File: src/rtl/ntt_bitrev_perm_if.sv
// Coefficient-BRAM port bundle for the bit-reversal permuter: start/busy/done plus BRAM port B.
// Latency: none (wiring only).
// Backpressure: none; the permuter owns the BRAM port while busy and ignores start until idle.
// Ports: start (req), busy/done (status), bram_addr/en/we/din (to BRAM), bram_dout (from BRAM),
//        checksum (only when NTT_PERM_CHECKSUM_EN is defined).
// master = permuter side, slave = PS / BRAM side.
interface ntt_bitrev_perm_if #(
    parameter int LOG_N  = 10,
    parameter int DATA_W = 64
);
    logic              start;
    logic              busy;
    logic              done;
    logic [LOG_N-1:0]  bram_addr;
    logic              bram_en;
    logic              bram_we;
    logic [DATA_W-1:0] bram_din;
    logic [DATA_W-1:0] bram_dout;
`ifdef NTT_PERM_CHECKSUM_EN
    logic [DATA_W-1:0] checksum;
`endif

    modport master (
        input  start,
        input  bram_dout,
        output busy,
        output done,
        output bram_addr,
        output bram_en,
        output bram_we,
        output bram_din
`ifdef NTT_PERM_CHECKSUM_EN
        , output checksum
`endif
    );

    modport slave (
        output start,
        output bram_dout,
        input  busy,
        input  done,
        input  bram_addr,
        input  bram_en,
        input  bram_we,
        input  bram_din
`ifdef NTT_PERM_CHECKSUM_EN
        , input checksum
`endif
    );
endinterface

File: src/rtl/ntt_bitrev_perm.sv
// In-place bit-reversal permutation of the NTT coefficient BRAM, run between PS load and NTT start.
// Latency: busy for N + S*(4+2*RD_LAT) cycles, S = (N - 2**ceil(LOG_N/2))/2; done pulses as busy falls.
// Backpressure: none; start is sampled only in IDLE, ignored while busy and in the done cycle.
// Ports: clk, rst (async, active-high), bus (ntt_bitrev_perm_if.master): start in; busy, done,
//        bram_addr/en/we/din out; bram_dout in; checksum out with NTT_PERM_CHECKSUM_EN.
// Optional feature macro: NTT_PERM_CHECKSUM_EN (XOR of every word read during the permutation).
module ntt_bitrev_perm #(
    parameter int LOG_N  = 10,
    parameter int DATA_W = 64,
    parameter int RD_LAT = 1
) (
    input  logic               clk,
    input  logic               rst,
    ntt_bitrev_perm_if.master  bus
);
    localparam int N      = 1 << LOG_N;
    localparam int IW     = LOG_N + 1;
    localparam int WCNT_W = (RD_LAT > 1) ? $clog2(RD_LAT) : 1;

    localparam logic [IW-1:0]     I_LAST    = IW'(N - 1);
    localparam logic [WCNT_W-1:0] WCNT_LAST = WCNT_W'(RD_LAT - 1);

    typedef enum logic [3:0] {
        S_IDLE,
        S_SCAN,
        S_RD_A,
        S_WT_A,
        S_RD_B,
        S_WT_B,
        S_WR_A,
        S_WR_B,
        S_FIN
    } state_t;

    state_t              state_q, state_d;
    logic [IW-1:0]       i_q, i_d;
    logic [WCNT_W-1:0]   wcnt_q, wcnt_d;
    logic [DATA_W-1:0]   reg_a_q, reg_a_d;
    logic [DATA_W-1:0]   reg_b_q, reg_b_d;
    logic                busy_q, busy_d;
    logic                done_q, done_d;
    logic                en_q, en_d;
    logic                we_q, we_d;
    logic [LOG_N-1:0]    addr_q, addr_d;
    logic [DATA_W-1:0]   din_q, din_d;

    logic [LOG_N-1:0]    j;
    logic                swap;
    logic                cap_a;
    logic                cap_b;
    logic                accept;

    function automatic logic [LOG_N-1:0] bitrev(input logic [LOG_N-1:0] v);
        logic [LOG_N-1:0] r;
        for (int b = 0; b < LOG_N; b++) begin
            r[b] = v[LOG_N-1-b];
        end
        return r;
    endfunction

    // i only changes on the way back to SCAN, so j stays valid through the whole swap.
    assign j      = bitrev(i_q[LOG_N-1:0]);
    // Swap only from the lower index of a pair; palindromes (j == i) are never touched.
    assign swap   = {1'b0, j} > i_q;
    // Read data is valid on the last wait cycle, RD_LAT cycles after the read was issued.
    assign cap_a  = (state_q == S_WT_A) && (wcnt_q == WCNT_LAST);
    assign cap_b  = (state_q == S_WT_B) && (wcnt_q == WCNT_LAST);
    assign accept = (state_q == S_IDLE) && bus.start;

    always_comb begin
        state_d = state_q;
        i_d     = i_q;
        wcnt_d  = wcnt_q;
        reg_a_d = reg_a_q;
        reg_b_d = reg_b_q;

        case (state_q)
            S_IDLE: begin
                if (bus.start) begin
                    state_d = S_SCAN;
                    i_d     = '0;
                end
            end
            S_SCAN: begin
                if (swap) begin
                    state_d = S_RD_A;
                end else if (i_q == I_LAST) begin
                    state_d = S_FIN;
                end else begin
                    i_d = i_q + 1'b1;
                end
            end
            S_RD_A: begin
                state_d = S_WT_A;
                wcnt_d  = '0;
            end
            S_WT_A: begin
                if (cap_a) begin
                    reg_a_d = bus.bram_dout;
                    state_d = S_RD_B;
                end else begin
                    wcnt_d = wcnt_q + 1'b1;
                end
            end
            S_RD_B: begin
                state_d = S_WT_B;
                wcnt_d  = '0;
            end
            S_WT_B: begin
                if (cap_b) begin
                    reg_b_d = bus.bram_dout;
                    state_d = S_WR_A;
                end else begin
                    wcnt_d = wcnt_q + 1'b1;
                end
            end
            S_WR_A: begin
                state_d = S_WR_B;
            end
            S_WR_B: begin
                if (i_q == I_LAST) begin
                    state_d = S_FIN;
                end else begin
                    i_d     = i_q + 1'b1;
                    state_d = S_SCAN;
                end
            end
            S_FIN: begin
                state_d = S_IDLE;
            end
            default: begin
                state_d = S_IDLE;
            end
        endcase
    end

    // Outputs are registered: decode them from the next state so they line up with it.
    always_comb begin
        busy_d = (state_d != S_IDLE) && (state_d != S_FIN);
        done_d = (state_d == S_FIN);
        en_d   = (state_d == S_RD_A) || (state_d == S_RD_B) ||
                 (state_d == S_WR_A) || (state_d == S_WR_B);
        we_d   = (state_d == S_WR_A) || (state_d == S_WR_B);
        addr_d = addr_q;
        din_d  = din_q;

        case (state_d)
            S_RD_A: addr_d = i_q[LOG_N-1:0];
            S_RD_B: addr_d = j;
            S_WR_A: begin
                addr_d = i_q[LOG_N-1:0];
                din_d  = reg_b_d;
            end
            S_WR_B: begin
                addr_d = j;
                din_d  = reg_a_d;
            end
            default: ;
        endcase
    end

    always_ff @(posedge clk or posedge rst) begin
        if (rst) begin
            state_q <= S_IDLE;
            i_q     <= '0;
            wcnt_q  <= '0;
            reg_a_q <= '0;
            reg_b_q <= '0;
            busy_q  <= 1'b0;
            done_q  <= 1'b0;
            en_q    <= 1'b0;
            we_q    <= 1'b0;
            addr_q  <= '0;
            din_q   <= '0;
        end else begin
            state_q <= state_d;
            i_q     <= i_d;
            wcnt_q  <= wcnt_d;
            reg_a_q <= reg_a_d;
            reg_b_q <= reg_b_d;
            busy_q  <= busy_d;
            done_q  <= done_d;
            en_q    <= en_d;
            we_q    <= we_d;
            addr_q  <= addr_d;
            din_q   <= din_d;
        end
    end

    assign bus.busy      = busy_q;
    assign bus.done      = done_q;
    assign bus.bram_en   = en_q;
    assign bus.bram_we   = we_q;
    assign bus.bram_addr = addr_q;
    assign bus.bram_din  = din_q;

`ifdef NTT_PERM_CHECKSUM_EN
    logic [DATA_W-1:0] checksum_q, checksum_d;

    // Every captured word is folded in exactly once; the value then holds until the next start.
    always_comb begin
        checksum_d = checksum_q;
        if (accept) begin
            checksum_d = '0;
        end else if (cap_a || cap_b) begin
            checksum_d = checksum_q ^ bus.bram_dout;
        end
    end

    always_ff @(posedge clk or posedge rst) begin
        if (rst) begin
            checksum_q <= '0;
        end else begin
            checksum_q <= checksum_d;
        end
    end

    assign bus.checksum = checksum_q;
`else
    logic unused_accept;
    assign unused_accept = accept;
`endif
endmodule
File: src/flat_wrapper.sv
// flat-port wrapper written by rule: the top's interface ports become plain ports
module ntt_bitrev_perm_flat 
#(
    parameter int LOG_N  = 10,
    parameter int DATA_W = 64,
    parameter int RD_LAT = 1
)
  (clk, rst, bus_start, bus_bram_dout, bus_busy, bus_done, bus_bram_addr, bus_bram_en, bus_bram_we, bus_bram_din);
  ntt_bitrev_perm_if #(.LOG_N(LOG_N), .DATA_W(DATA_W)) bus_i ();
  input  logic clk;
  input  logic rst;
  input wire logic [$bits(bus_i.start)-1:0] bus_start;
  input wire logic [$bits(bus_i.bram_dout)-1:0] bus_bram_dout;
  output wire logic [$bits(bus_i.busy)-1:0] bus_busy;
  output wire logic [$bits(bus_i.done)-1:0] bus_done;
  output wire logic [$bits(bus_i.bram_addr)-1:0] bus_bram_addr;
  output wire logic [$bits(bus_i.bram_en)-1:0] bus_bram_en;
  output wire logic [$bits(bus_i.bram_we)-1:0] bus_bram_we;
  output wire logic [$bits(bus_i.bram_din)-1:0] bus_bram_din;
  assign bus_i.start = bus_start;
  assign bus_i.bram_dout = bus_bram_dout;
  assign bus_busy = bus_i.busy;
  assign bus_done = bus_i.done;
  assign bus_bram_addr = bus_i.bram_addr;
  assign bus_bram_en = bus_i.bram_en;
  assign bus_bram_we = bus_i.bram_we;
  assign bus_bram_din = bus_i.bram_din;
  ntt_bitrev_perm #(.LOG_N(LOG_N), .DATA_W(DATA_W), .RD_LAT(RD_LAT)) u_core (.clk(clk), .rst(rst), .bus(bus_i));
endmodule
File: config.mk
export PLATFORM = sky130hd
export DESIGN_NAME = ntt_bitrev_perm_flat
export DESIGN_NICKNAME = d
export VERILOG_FILES = /design/src/rtl/ntt_bitrev_perm_if.sv /design/src/rtl/ntt_bitrev_perm.sv /design/src/flat_wrapper.sv
export SDC_FILE = /design/constraint.sdc
export NUM_CORES = 1
export LEC_CHECK = 0
export ABC_AREA = 1
export CAP_MARGIN = 20
export CELL_PAD_IN_SITES_DETAIL_PLACEMENT = 1
export CELL_PAD_IN_SITES_GLOBAL_PLACEMENT = 1
export CORE_MARGIN = 4
export CORE_UTILIZATION = 30
export CTS_CLUSTER_DIAMETER = 100
export CTS_CLUSTER_SIZE = 30
export DETAILED_ROUTE_END_ITERATION = 8
export PLACE_DENSITY_LB_ADDON = 0.3
export SLEW_MARGIN = 15
export SYNTH_ARGS = -nofsm -noshare
export SYNTH_HDL_FRONTEND = slang
export SYNTH_SLANG_ARGS = --single-unit
export TNS_END_PERCENT = 10
File: constraint.sdc
create_clock -name clk -period 19.25 [get_ports clk]
set_input_delay 2.8875 -clock clk [delete_from_list [all_inputs] [get_ports clk]]
set_output_delay 2.8875 -clock clk [all_outputs]
set_load 0.02 [all_outputs]
# [After elaboration in Yosys (flattened, before gate mapping)]
# Cells that the tools add are included.
# Widths: inputs -> output; s select.
[word_totals] n_memories=0 latchBits=0 out_inout_bits=78 rom_bits=0 ramBits=0 reg_bits=222
[classes] multipliers=0 addsub=2 eq_ne=18 bitwise=1 div=0 n_lt_le_gt_ge=1 n_shift=0 reduce_logical=18 mux=20
[op_table] op="$mux 64" n=4
[op_table] op="$pmux 64 s2" n=1
[op_table] op="$mux 11" n=3
[op_table] op="$pmux 11 s3" n=1
[op_table] op="$pmux 4 s8" n=1
[op_table] op="$eq 4x3->1 const B" n=7
[op_table] op="$mux 4" n=6
[op_table] op="$pmux 10 s2" n=1
[op_table] op="$eq 4x2->1 const B" n=3
[op_table] op="$add 11x1->11 const B" n=1
[op_table] op="$eq 11x10->1 const B" n=1
[op_table] op="$gt 10x11->1" n=1
[op_table] op="$ne 2x2->1 const B" n=4
[op_table] op="$reduce_and 3->1" n=2
[op_table] op="$reduce_bool 3->1" n=2
[op_table] op="$reduce_or 2->1" n=3
[op_table] op="$eq 4x1->1 const B" n=1
[op_table] op="$eq 4x4->1 const B" n=1
[op_table] op="$logic_not 4->1" n=1
[op_table] op="$logic_or 1x1->1" n=4
[op_table] op="$ne 4x4->1 const B" n=1
[op_table] op="$reduce_bool 2->1" n=2
[op_table] op="$reduce_bool 4->1" n=1
[op_table] op="$logic_and 1x1->1" n=3
[op_table] op="other kinds (4)" n=5

# [Longest topological paths before layout]
[logic_depth] ltp_word=8 depth_mapped=13 depth_no_buf=12

# [Worst setup path before layout]
# No wires, ideal clock.
[synth_timing] kind="input to register" start="input bus_start" end="register u_core.i_q[10]" path_buffers=1 setup_slack_ps=15670 cell_stages=6 t_arrival_ps=3467 required_ps=19137 setup_ps=113 cell_sequence="nand4_1 nand2_1 buf_2 nand3_1 nand2_1 inv_1"
[synth_via] elab_chain_len=2
[synth_rtl] item="start: declaration" line="flat_wrapper.sv:12" rtl="input wire logic [$bits(bus_i.start)-1:0] bus_start;"
[synth_rtl] item="$ne 2x2->1 (no line)"
[synth_rtl] item="$reduce_and 3->1 (no line)"
[synth_rtl] item="end signal: assignment" line="ntt_bitrev_perm.sv:177" rtl="i_q <= i_d;"
[synth_rtl] item="end: declaration" line="ntt_bitrev_perm.sv:36" rtl="logic [IW-1:0] i_q, i_d;"
# Every way passes these cells.
# A chain may end at the register's enable or synchronous reset.

# [Worst setup path after layout]
[layout_timing] start="register u_core.din_q[9] (netlist: u_core.bus.bram_din[9])" end="output bus_bram_din[9]"
[layout_lines] item="start: declaration" line="ntt_bitrev_perm.sv:45" rtl="logic [DATA_W-1:0] din_q, din_d;"
[layout_lines] item="start signal: assignment" line="ntt_bitrev_perm.sv:186" rtl="din_q <= din_d;"
[layout_lines] item="end: declaration" line="flat_wrapper.sv:19" rtl="output wire logic [$bits(bus_i.bram_din)-1:0] bus_bram_din;"
# No word-level cell between the ends.

==> flow_summary.yaml <==
status:
  status: "finished, final reports clean"
clocking:
  insertion_delay_ns: 0.50
  cts_setup_buffers: 0
  cts.sinks: 222
  numCtsBuffers: 12
  root_buffer: "clkbuf_16"
  cts.clk_slew.worst_paths_ns: 0.11
  cts-htree-levels: 1
  cts.path.max_buffers: 3
  ctsHoldBuffers: 0
  cts_tree: "built"
  cts_resized: 0
synth:
  synth_edf_count: 0
  yosysSeqAreaShare_pct: 57.5
  ys_ff_latch: 222
  synth.top_cell.area_share_pct: 57.5
  synth_common_cells: "nand2_1 (317), dfrtp_1 (222), o21ai_1 (146)"
  syn_area_sq_mm: 0.00966
  yosysWarnings: 0
  synth_cell_types: 28
  synth_ff_type: "dfrtp_1"
  synthArstFlopShare_pct: 100
  synth_nets: 1181
  synthCells: 1103
  netlist.top_cell.by_area: "dfrtp_1"
  synth.avg_cell_area_sq_um: 8.75
  synthTopCellsByArea: "dfrtp_1 (58%), nand2_1 (12%), o21ai_1 (7.6%)"
  yosysMostFrequentCell: "nand2_1"
floorplanning:
  dieArea_sq_mm: 0.0351
  num_rows: 65
  chipHeight_um: 187
  io_pins: 145
  die_x_um: 187
  coreArea_sq_mm: 0.0316
  start_util_pct: 30.5
placement:
  hpwl_um: 16100
  place.gp.congestion: 0.768
  place_inst: 1595
  place_area_sq_mm: 0.0113
  dp_slack_ns: 14.39
  io_buffers: 144
timing:
  slew_violations: 0
  worst_slew_pin_slew_ns: 0.949
  hold_violations: 0
  fin_setup_tns_ns: 0
  rsz0062_at_grt: "false"
  slew-limit-headroom_pct: 36.8
  fin_ws_ns: 14.82
  skew_ns: 0.0283
  period_needed_ns: 4.43
  setup_viol: 0
  fin_crit_sh_pct: 23.0
  max_freq_mhz: 226
routing:
  drtPass1Iterations: 4
  vias: 7544
  ant_nets: 0
  viasPerCell: 4.67
  drt-initial-drc-count: 315
  wire_per_inst_um: 16.0
  wirelength_um: 25800
  drc: 0
worst_setup_path:
  worstPathRequired_ns: 16.36
  rr_endpoint: "u_core.bus.bram_din[59]$_DFFE_PP0P_"
  path_depth: 1
  cpMaxStageDelayCell: "clkdlybuf4s50_1"
  reg2reg_from: "u_core.state_q[3]$_DFF_PP0_"
  critPathMaxStageDelay_ns: 0.63
  cp_top_family: "buffers and inverters"
  ff2ff_path_depth: 8
  path_max_fanout: 2
  crit_chain: "clkdlybuf4s50_1"
  timing.critical_path.from: "u_core.bus.bram_din[9]$_DFFE_PP0P_"
  path_class: "flip-flop to output port"
  reg2reg_slack_ns: 16.42
  crit_arrival_ns: 1.54
  critPathCaptureType: "output port"
  cp-start-kind: "flip-flop"
  path_buf_inv: 1
  crit_end: "bus_bram_din[9]"
global_routing:
  grt_pass1_vias: 8025
  grt_pass1_wl_um: 43100
  grt_use_total_pct: 14.6
  grt_max_degree: 78
  overflow: 0
  antenna_found_initial: 0
layout:
  drive_above_1_share_pct: 4.29
  fin_cells: 1614
  insertedDiodeCount: 0
  n_fill_cell: 3702
  syn_to_final_growth_pct: 21.3
  fin_area_sq_mm: 0.0117
  nets: 1285
hold_path:
  hold_path.class: "flip-flop to flip-flop"
pwr:
  ir_worst_vdd_uv: 54.1
  powerDensity_mw_per_mm2: 74.3
  leakage_uw: 0.00573
flow_run:
  drv_cap: 0
how the worst min path moves through the flow:
stage	startpoint	end	slack (ns)	cells past startpoint
after CTS	u_core.reg_b_q[26]$_DFF_PP0_	u_core.reg_b_q[26]$_DFF_PP0_	0.48	2
after floorplan	u_core.reg_b_q[22]$_DFF_PP0_	u_core.reg_b_q[22]$_DFF_PP0_	0.44	2
final	u_core.reg_b_q[26]$_DFF_PP0_	u_core.reg_b_q[26]$_DFF_PP0_	0.48	2
after detailed placement	u_core.reg_b_q[26]$_DFF_PP0_	u_core.reg_b_q[26]$_DFF_PP0_	0.46	2
after global placement	u_core.reg_b_q[27]$_DFF_PP0_	u_core.reg_b_q[27]$_DFF_PP0_	0.45	2
after global routing	u_core.reg_b_q[30]$_DFF_PP0_	u_core.reg_b_q[30]$_DFF_PP0_	0.51	2
metal layers:
| metal | wire length [um] | share of wire (%) | vias to the layer above | global-route usage [%] |
|---|---|---|---|---|
| li1 | - | - | 3700 | - |
| met1 | 12300 | 47 | 3688 | 19.9 |
| met2 | 12200 | 47 | 132 | 25.1 |
| met3 | 935 | 3.6 | 24 | 2.24 |
| met4 | 459 | 1.8 | 0 | 2.74 |
| met5 | 0 | 0 | - | 0 |
final cells by class:
type | count | area [sq um] | share of cell area, %
flip-flops and latches | 222 | 5560 | 47.4
multi-input cells | 701 | 3300 | 28.2
repair buffers | 152 | 1500 | 12.8
well taps | 402 | 503 | 4.30
inverters | 118 | 450 | 3.85
clock buffers | 14 | 339 | 2.90
clock inverters | 5 | 57.6 | 0.492
worst reg2reg max path: stages, from the launching register on:
cell,delay (ns)
dfrtp_1,0.40
inv_1,0.05
nand2_1,0.06
inv_1,0.14
nand3_4,0.45
inv_1,0.85
buf_4,0.44
o21ai_0,0.18
o21ai_1,0.20
cells by family after synthesis:
group	synth area share [%]
AOI/OAI and AO/OA	14.3
and+or+nand+nor	17.9
DFF	57.5
adders and majority gates	1.43
buffers and inverters	8.46
xor gates and xnor gates	0.363
layout by cell type (no fill, tap or decap), drive strengths merged, types with 8 or more instances in the layout:
master         Yosys  routed
clkbuf            25      14
o21a              13      13
buf               37       8
o21ai            243     243
nor2              65      65
inv              118     120
ha                11      11
dfrtp            222     222
nand3             13      13
clkdlybuf4s50      0     144
nand2            320     320
nand4             26      26
report_power, final:
group | switching, uW | internal (uW)
Sequential | 8.50 | 486
Combinational | 41.7 | 35.1
Clock | 166 | 133
Total | 216 | 654
registers in the layout, summed over array words and instances, names as in the netlist:
name                  flops
u_core.bus.bram_din      64
u_core.reg_a_q           64
u_core.reg_b_q           64
u_core.i_q               11
u_core.bus.bram_addr     10
u_core.state_q            4
u_core.bus.bram_en        1
u_core.bus.bram_we        1
u_core.bus.busy           1
u_core.bus.done           1
u_core.wcnt_q             1
metrics by stage:
stage | total power (uW) | hold slack (ns) | util [%]
after floorplan | 542 | 0.440 | -
after global placement | 581 | 0.449 | 35.8
after detailed placement | 583 | 0.455 | 35.8
after CTS | 885 | 0.483 | 37.0
after global routing | 910 | 0.508 | 37.0
final | 870 | 0.482 | 37.0
Note: power is estimated with default switching activity, not from simulation.
